**src/rtl/qsn_pkg_len15.sv**
```systemverilog
// qsn_pkg_len15: shared constants, shift direction type and select-check helpers for the length-15 QSN datapath.
package qsn_pkg_len15;
  localparam int PERMUTATION_LENGTH = 15;
  localparam int QUAN_SIZE = 4;
  localparam int SHIFT_W = 4;
  localparam int MERGE_W = 14;
  localparam int MSG_W = 60;
  typedef enum logic {SHIFT_LEFT, SHIFT_RIGHT} shift_dir_e;
  // Lanes that take the left shifter result for a cyclic shift of s.
  function automatic logic [MERGE_W-1:0] merge_mask(input logic [SHIFT_W-1:0] s);
    merge_mask = '0;
    for (int i = 0; i < MERGE_W; i++)
      merge_mask[i] = (s != '0) && (i < PERMUTATION_LENGTH - int'(s));
  endfunction
  function automatic logic sel_bad(input logic [SHIFT_W-1:0] l, input logic [SHIFT_W-1:0] r,
                                   input logic [MERGE_W-1:0] m);
    sel_bad = (l == 4'd15) ||
              ((l != '0) && ({1'b0, l} + {1'b0, r} != 5'd15)) ||
              ((l == '0) && ((r != '0) || (m != merge_mask(l))));
  endfunction
endpackage

```
**src/rtl/qsn_barrel_shifter_len15.sv**
```systemverilog
// qsn_barrel_shifter_len15: lane-granular zero-fill shifter; LEFT moves lane i+s to lane i, RIGHT moves lane i-s to lane i.
module qsn_barrel_shifter_len15
  import qsn_pkg_len15::*;
#(
  parameter shift_dir_e DIR = SHIFT_LEFT
) (
  input  logic [MSG_W-1:0]   data,
  input  logic [SHIFT_W-1:0] shift,
  output logic [MSG_W-1:0]   result
);
  assign result = (DIR == SHIFT_LEFT) ? data >> (int'(shift) * QUAN_SIZE)
                                      : data << (int'(shift) * QUAN_SIZE);
endmodule

```
**src/rtl/qsn_permute_pipe_len15.sv**
```systemverilog
// qsn_permute_pipe_len15: two-stage valid/ready cyclic permuter; stage 1 barrel shifts, stage 2 merges into msg_out.
module qsn_permute_pipe_len15
  import qsn_pkg_len15::*;
#(
  parameter int TAG_W = 6
) (
  input  logic               sys_clk,
  input  logic               rstn,
  input  logic               in_valid,
  output logic               in_ready,
  input  logic [MSG_W-1:0]   msg_in,
  input  logic [SHIFT_W-1:0] left_sel,
  input  logic [SHIFT_W-1:0] right_sel,
  input  logic [MERGE_W-1:0] merge_sel,
  input  logic [TAG_W-1:0]   tag_in,
  output logic               out_valid,
  input  logic               out_ready,
  output logic [MSG_W-1:0]   msg_out,
  output logic [TAG_W-1:0]   tag_out,
  output logic               sel_err
);
  logic [MSG_W-1:0]   l_shift, r_shift, l_q, r_q, merged;
  logic [MERGE_W-1:0] m_q;
  logic [TAG_W-1:0]   t_q;
  logic               s1_valid, in_fire, s2_load;
  assign in_ready = !s1_valid || !out_valid || out_ready;
  assign in_fire  = in_valid && in_ready;
  assign s2_load  = s1_valid && (!out_valid || out_ready);
  qsn_barrel_shifter_len15 #(.DIR(SHIFT_LEFT)) u_left (
    .data(msg_in), .shift(left_sel), .result(l_shift)
  );
  qsn_barrel_shifter_len15 #(.DIR(SHIFT_RIGHT)) u_right (
    .data(msg_in), .shift(right_sel), .result(r_shift)
  );
  // Lane 14 has no merge bit and always comes from the right shifter.
  always_comb begin
    merged = r_q;
    for (int i = 0; i < MERGE_W; i++)
      if (m_q[i]) merged[i*QUAN_SIZE +: QUAN_SIZE] = l_q[i*QUAN_SIZE +: QUAN_SIZE];
  end
  always_ff @(posedge sys_clk or negedge rstn) begin
    if (!rstn) begin
      s1_valid  <= 1'b0;
      out_valid <= 1'b0;
      sel_err   <= 1'b0;
      l_q       <= '0;
      r_q       <= '0;
      m_q       <= '0;
      t_q       <= '0;
      msg_out   <= '0;
      tag_out   <= '0;
    end else begin
      s1_valid  <= in_fire || (s1_valid && !s2_load);
      out_valid <= s2_load || (out_valid && !out_ready);
      if (in_fire) begin
        l_q <= l_shift;
        r_q <= r_shift;
        m_q <= merge_sel;
        t_q <= tag_in;
        if (sel_bad(left_sel, right_sel, merge_sel)) sel_err <= 1'b1;
      end
      if (s2_load) begin
        msg_out <= merged;
        tag_out <= t_q;
      end
    end
  end
endmodule
```
**config.mk**
```make
export PLATFORM = sky130hd
export DESIGN_NAME = qsn_permute_pipe_len15
export DESIGN_NICKNAME = d
export VERILOG_FILES = /design/src/rtl/qsn_pkg_len15.sv /design/src/rtl/qsn_barrel_shifter_len15.sv /design/src/rtl/qsn_permute_pipe_len15.sv
export SDC_FILE = /design/constraint.sdc
export NUM_CORES = 1
export LEC_CHECK = 0
export ABC_CLOCK_PERIOD_IN_PS = 1910
export CELL_PAD_IN_SITES_DETAIL_PLACEMENT = 0
export CELL_PAD_IN_SITES_GLOBAL_PLACEMENT = 1
export CORE_ASPECT_RATIO = 0.8
export CORE_MARGIN = 5
export CORE_UTILIZATION = 45
export DETAILED_ROUTE_END_ITERATION = 12
export GPL_TIMING_DRIVEN = 0
export PLACE_DENSITY = 0.85
export SKIP_LAST_GASP = 1
export SLEW_MARGIN = 30
export SYNTH_ARGS = -nofsm -noshare
export SYNTH_HDL_FRONTEND = slang
export SYNTH_HIERARCHICAL = 1
export SYNTH_SLANG_ARGS = --single-unit
```
**constraint.sdc**
```tcl
create_clock -name sys_clk -period 1.91 [get_ports sys_clk]
set_input_delay 0.382 -clock sys_clk [delete_from_list [all_inputs] [get_ports sys_clk]]
set_output_delay 0.382 -clock sys_clk [all_outputs]
set_load 0.01 [all_outputs]
```
==> flow_summary.html <==
<table>
<tr><th>Metric</th><th>Value</th></tr>
<tr><th colspan="2">Run status</th></tr>
<tr><td>Violations in the final reports</td><td>setup timing</td></tr>
<tr><td>Run status</td><td>complete, but fails checks</td></tr>
<tr><th colspan="2">Synth</th></tr>
<tr><td>Net count of the mapped netlist</td><td>1356</td></tr>
<tr><td>Post-synthesis instance area</td><td>13400 µm²</td></tr>
<tr><td>Synth Warn #</td><td>6</td></tr>
<tr><td>Average size of a mapped cell</td><td>10.6 µm²</td></tr>
<tr><td>Number of cells produced by synthesis</td><td>1259</td></tr>
<tr><th colspan="2">Global route</th></tr>
<tr><td>Number of global-route vias before repair</td><td>11800</td></tr>
<tr><td>Global-route wire length before repair</td><td>83200 µm</td></tr>
<tr><td>Total grt overflow</td><td>0</td></tr>
<tr><td>Initial antenna violation count</td><td>2</td></tr>
<tr><td>Largest net degree at the start of global routing</td><td>91</td></tr>
<tr><td>Global routing usage summed across all routing layers</td><td>34.1%</td></tr>
<tr><th colspan="2">Routing</th></tr>
<tr><td>Final Routed Wirelength</td><td>57700 µm</td></tr>
<tr><td>Per-cell via count in the routed design</td><td>6.43</td></tr>
<tr><td>Number of vias after detailed routing</td><td>11900</td></tr>
<tr><td>Drc violations</td><td>0</td></tr>
<tr><td>Count of nets left with antenna violations after detail routing</td><td>0</td></tr>
<tr><td>Average wire length per cell after detail routing</td><td>31.1 µm</td></tr>
<tr><td>Initial drt markers</td><td>1611</td></tr>
<tr><td>Pre-Repair DR Iteration Count</td><td>5</td></tr>
<tr><th colspan="2">Worst setup path</th></tr>
<tr><td>Data arrival time of the critical path</td><td>2.51 ns</td></tr>
<tr><td>Family with the most delay on the worst path</td><td>buffers and inverters</td></tr>
<tr><td>Buf/Inv on CP</td><td>5</td></tr>
<tr><td>CP endpoint kind</td><td>flip-flop</td></tr>
<tr><td>Type of the setup path with the least slack</td><td>in -&gt; reg</td></tr>
<tr><td>Worst path cell trace</td><td>dlygate4sd2_1, buf_6, buf_6, clkinvlp_4, buf_4, nor2_4, nand3_1, o211ai_1, mux2_4</td></tr>
<tr><td>Highest net fanout along the worst path</td><td>10</td></tr>
<tr><td>Crit path top cell by count</td><td>buf_6</td></tr>
<tr><td>Critical path required time</td><td>2.36 ns</td></tr>
<tr><td>Critical-path cell with the highest stage delay</td><td>o211ai_1</td></tr>
<tr><td>Longest individual stage delay on the worst path</td><td>0.48 ns</td></tr>
<tr><td>Critical path startpoint category</td><td>input port</td></tr>
<tr><th colspan="2">Timing</th></tr>
<tr><td>Min Tclk post-route</td><td>2.06 ns</td></tr>
<tr><td>Final cycle utilization of the critical path</td><td>108%</td></tr>
<tr><td>Number of hold violations in the final report</td><td>0</td></tr>
<tr><td>Final worst slack</td><td>-0.149 ns</td></tr>
<tr><td>Skew final</td><td>0.00869 ns</td></tr>
<tr><td>Count of final setup violators</td><td>22</td></tr>
<tr><td>Transition time at the pin with the least slew margin</td><td>1.01 ns</td></tr>
<tr><td>Setup repair after global routing missed its margin</td><td>true</td></tr>
<tr><td>Max-slew violation count</td><td>0</td></tr>
<tr><td>Worst Hold Slack</td><td>0.357 ns</td></tr>
<tr><td>Slew HR</td><td>32.1%</td></tr>
<tr><td>Peak clock frequency supported by timing</td><td>0.486 GHz</td></tr>
<tr><th colspan="2">Clock tree</th></tr>
<tr><td>Maximum buffer depth of the clock tree</td><td>3</td></tr>
<tr><td>TritonCTS sink count</td><td>205</td></tr>
<tr><td>Clock latency of the later-clocked register in the worst-skew pair</td><td>0.52 ns</td></tr>
<tr><td>Clock tree from TritonCTS</td><td>done</td></tr>
<tr><td>Total clock buffers created by CTS</td><td>22</td></tr>
<tr><td>Clk slew on worst S/H paths</td><td>0.06 ns</td></tr>
<tr><td>Root Buffer</td><td>clkbuf_16</td></tr>
<tr><td>Max H-tree Level</td><td>1</td></tr>
<tr><th colspan="2">Cells and area</th></tr>
<tr><td>Inserted Diodes</td><td>0</td></tr>
<tr><td>Post-layout instance count excluding filler cells</td><td>1856</td></tr>
<tr><td>Area delta synth-&gt;final</td><td>29.2%</td></tr>
<tr><td>Ratio of cells with drive above 1 in the final layout</td><td>32.3%</td></tr>
<tr><td>Post-layout nets</td><td>1561</td></tr>
<tr><th colspan="2">Floorplanning</th></tr>
<tr><td>Die extent in x</td><td>203 µm</td></tr>
<tr><td>Die area</td><td>33200 µm²</td></tr>
<tr><td>Vertical extent of the die</td><td>164 µm</td></tr>
<tr><td>Placeable core area</td><td>29300 µm²</td></tr>
<tr><td>Number of cell rows</td><td>56</td></tr>
<tr><td>Initial cell density of the core</td><td>45.6%</td></tr>
<tr><td>I/O pins</td><td>161</td></tr>
<tr><th colspan="2">Power and ir drop</th></tr>
<tr><td>Overall Power</td><td>14.7 mW</td></tr>
<tr><td>Leakage dissipation</td><td>7.38 nW</td></tr>
<tr><td>Cell area power density</td><td>855 nW/µm²</td></tr>
<tr><td>Peak supply drop</td><td>0.766 mV</td></tr>
<tr><th colspan="2">Place</th></tr>
<tr><td>Pre-CTS setup slack</td><td>-1.70 ns</td></tr>
<tr><td>Cell count after placement</td><td>1798</td></tr>
<tr><td>Number of port buffers</td><td>160</td></tr>
<tr><td>Final HPWL DP</td><td>45100 µm</td></tr>
<tr><td>RD Place Congestion</td><td>1.00</td></tr>
<tr><th colspan="2">Flow run</th></tr>
<tr><td>MaxCap Viol Count</td><td>0</td></tr>
<tr><th colspan="2">Worst hold path</th></tr>
<tr><td>Hold Crit Class</td><td>in -&gt; async</td></tr>
</table>
==> layer usage <==
metal | vias up | share of wire [%] | GRT usage (%)
li1 | 5069 | - | -
met1 | 6078 | 43 | 48.7
met2 | 676 | 42 | 49.7
met3 | 108 | 12 | 11.4
met4 | 2 | 3.3 | 9.75
met5 | - | 0.023 | 0
==> registers in the layout, indices dropped and copies added (netlist names) <==
signal / count
tag_out: 6
out_valid: 1
t_q: 6
sel_err: 1
m_q: 14
r_q: 60
l_q: 56
s1_valid: 1
msg_out: 60
==> report_power, final <==
part / switching, mW / internal [mW] / total [mW]
Combinational: 2.60 / 2.23 / 4.83
Sequential: 0.437 / 5.12 / 5.55
Clock: 1.81 / 2.55 / 4.36
==> final timing paths <==
kind                       slack, ns          from          end  depth (start not counted)
setup reg to reg                0.13      s1_valid      l_q[48]                          5
min in group sys_clk            0.47      in_valid     s1_valid                          2
hold reg to reg                 0.48   msg_out[12]  msg_out[12]                          2
setup / recovery               -0.15  right_sel[2]      r_q[35]                          9
max in group asynchronous       0.75          rstn  msg_out[26]                          3
hold / removal                  0.36          rstn   msg_out[3]                          2
==> metrics by stage <==
| step | utilization (%) | TNS [ns] | instance area (µm²) |
|---|---|---|---|
| 2_1_floorplan | - | 0 | 13400 |
| 3_3_place_gp | 52.7 | -1811.13 | 15400 |
| 3_5_place_dp | 52.9 | -179.01 | 15500 |
| 4_1_cts | 57.9 | -0.0409 | 17000 |
| 5_1_grt | 58.9 | -0.722 | 17300 |
| 6_report | 58.9 | -1.04 | 17300 |
==> worst reg2reg max path, stage by stage, from the launching register on <==
cell      delay (ns)
dfrtp_1         0.37
nand3b_1        0.13
nand2_1         0.17
buf_2           0.28
buf_2           0.33
mux2_2          0.38
==> area by class of cell <==
class / count / area (µm²)
Clock inverter: 8 / 92.6
Clock buffer: 31 / 654
Tap cell: 377 / 472
Inverter: 8 / 43.8
Multi-Input combinational cell: 936 / 8250
Buffer: 110 / 808
Timing Repair Buffer: 181 / 1800
Sequential cell: 205 / 5130
Fill cell: 2524 / 12000
==> cells in the final DEF (no fill, tap or decap), types with 16 or more instances in the layout <==
master and count:
a21oi_1 33, mux2i_2 25, mux4_2 33, nand2_1 145, nor2_1 42, mux2_2 175
dfrtp_1 205, clkbuf_16 22, o21ai_0 84, mux2i_1 132, and2_1 17, buf_4 36
clkdlybuf4s50_1 135, buf_2 29, nand2b_1 17, mux2i_4 16
==> what timing repair did <==
| action | 4_1_cts | 5_1_grt |
|---|---|---|
| buffers inserted | 11 | 7 |
| endpoints found under the hold margin | 44 | 0 |
| endpoints found under the setup margin | 147 | 95 |
| gates resized for setup | 198 | 65 |
| pin swaps | 7 | 7 |
| hold buffers | 1 | 0 |
No activity file was read; power rests on OpenSTA's default activity.
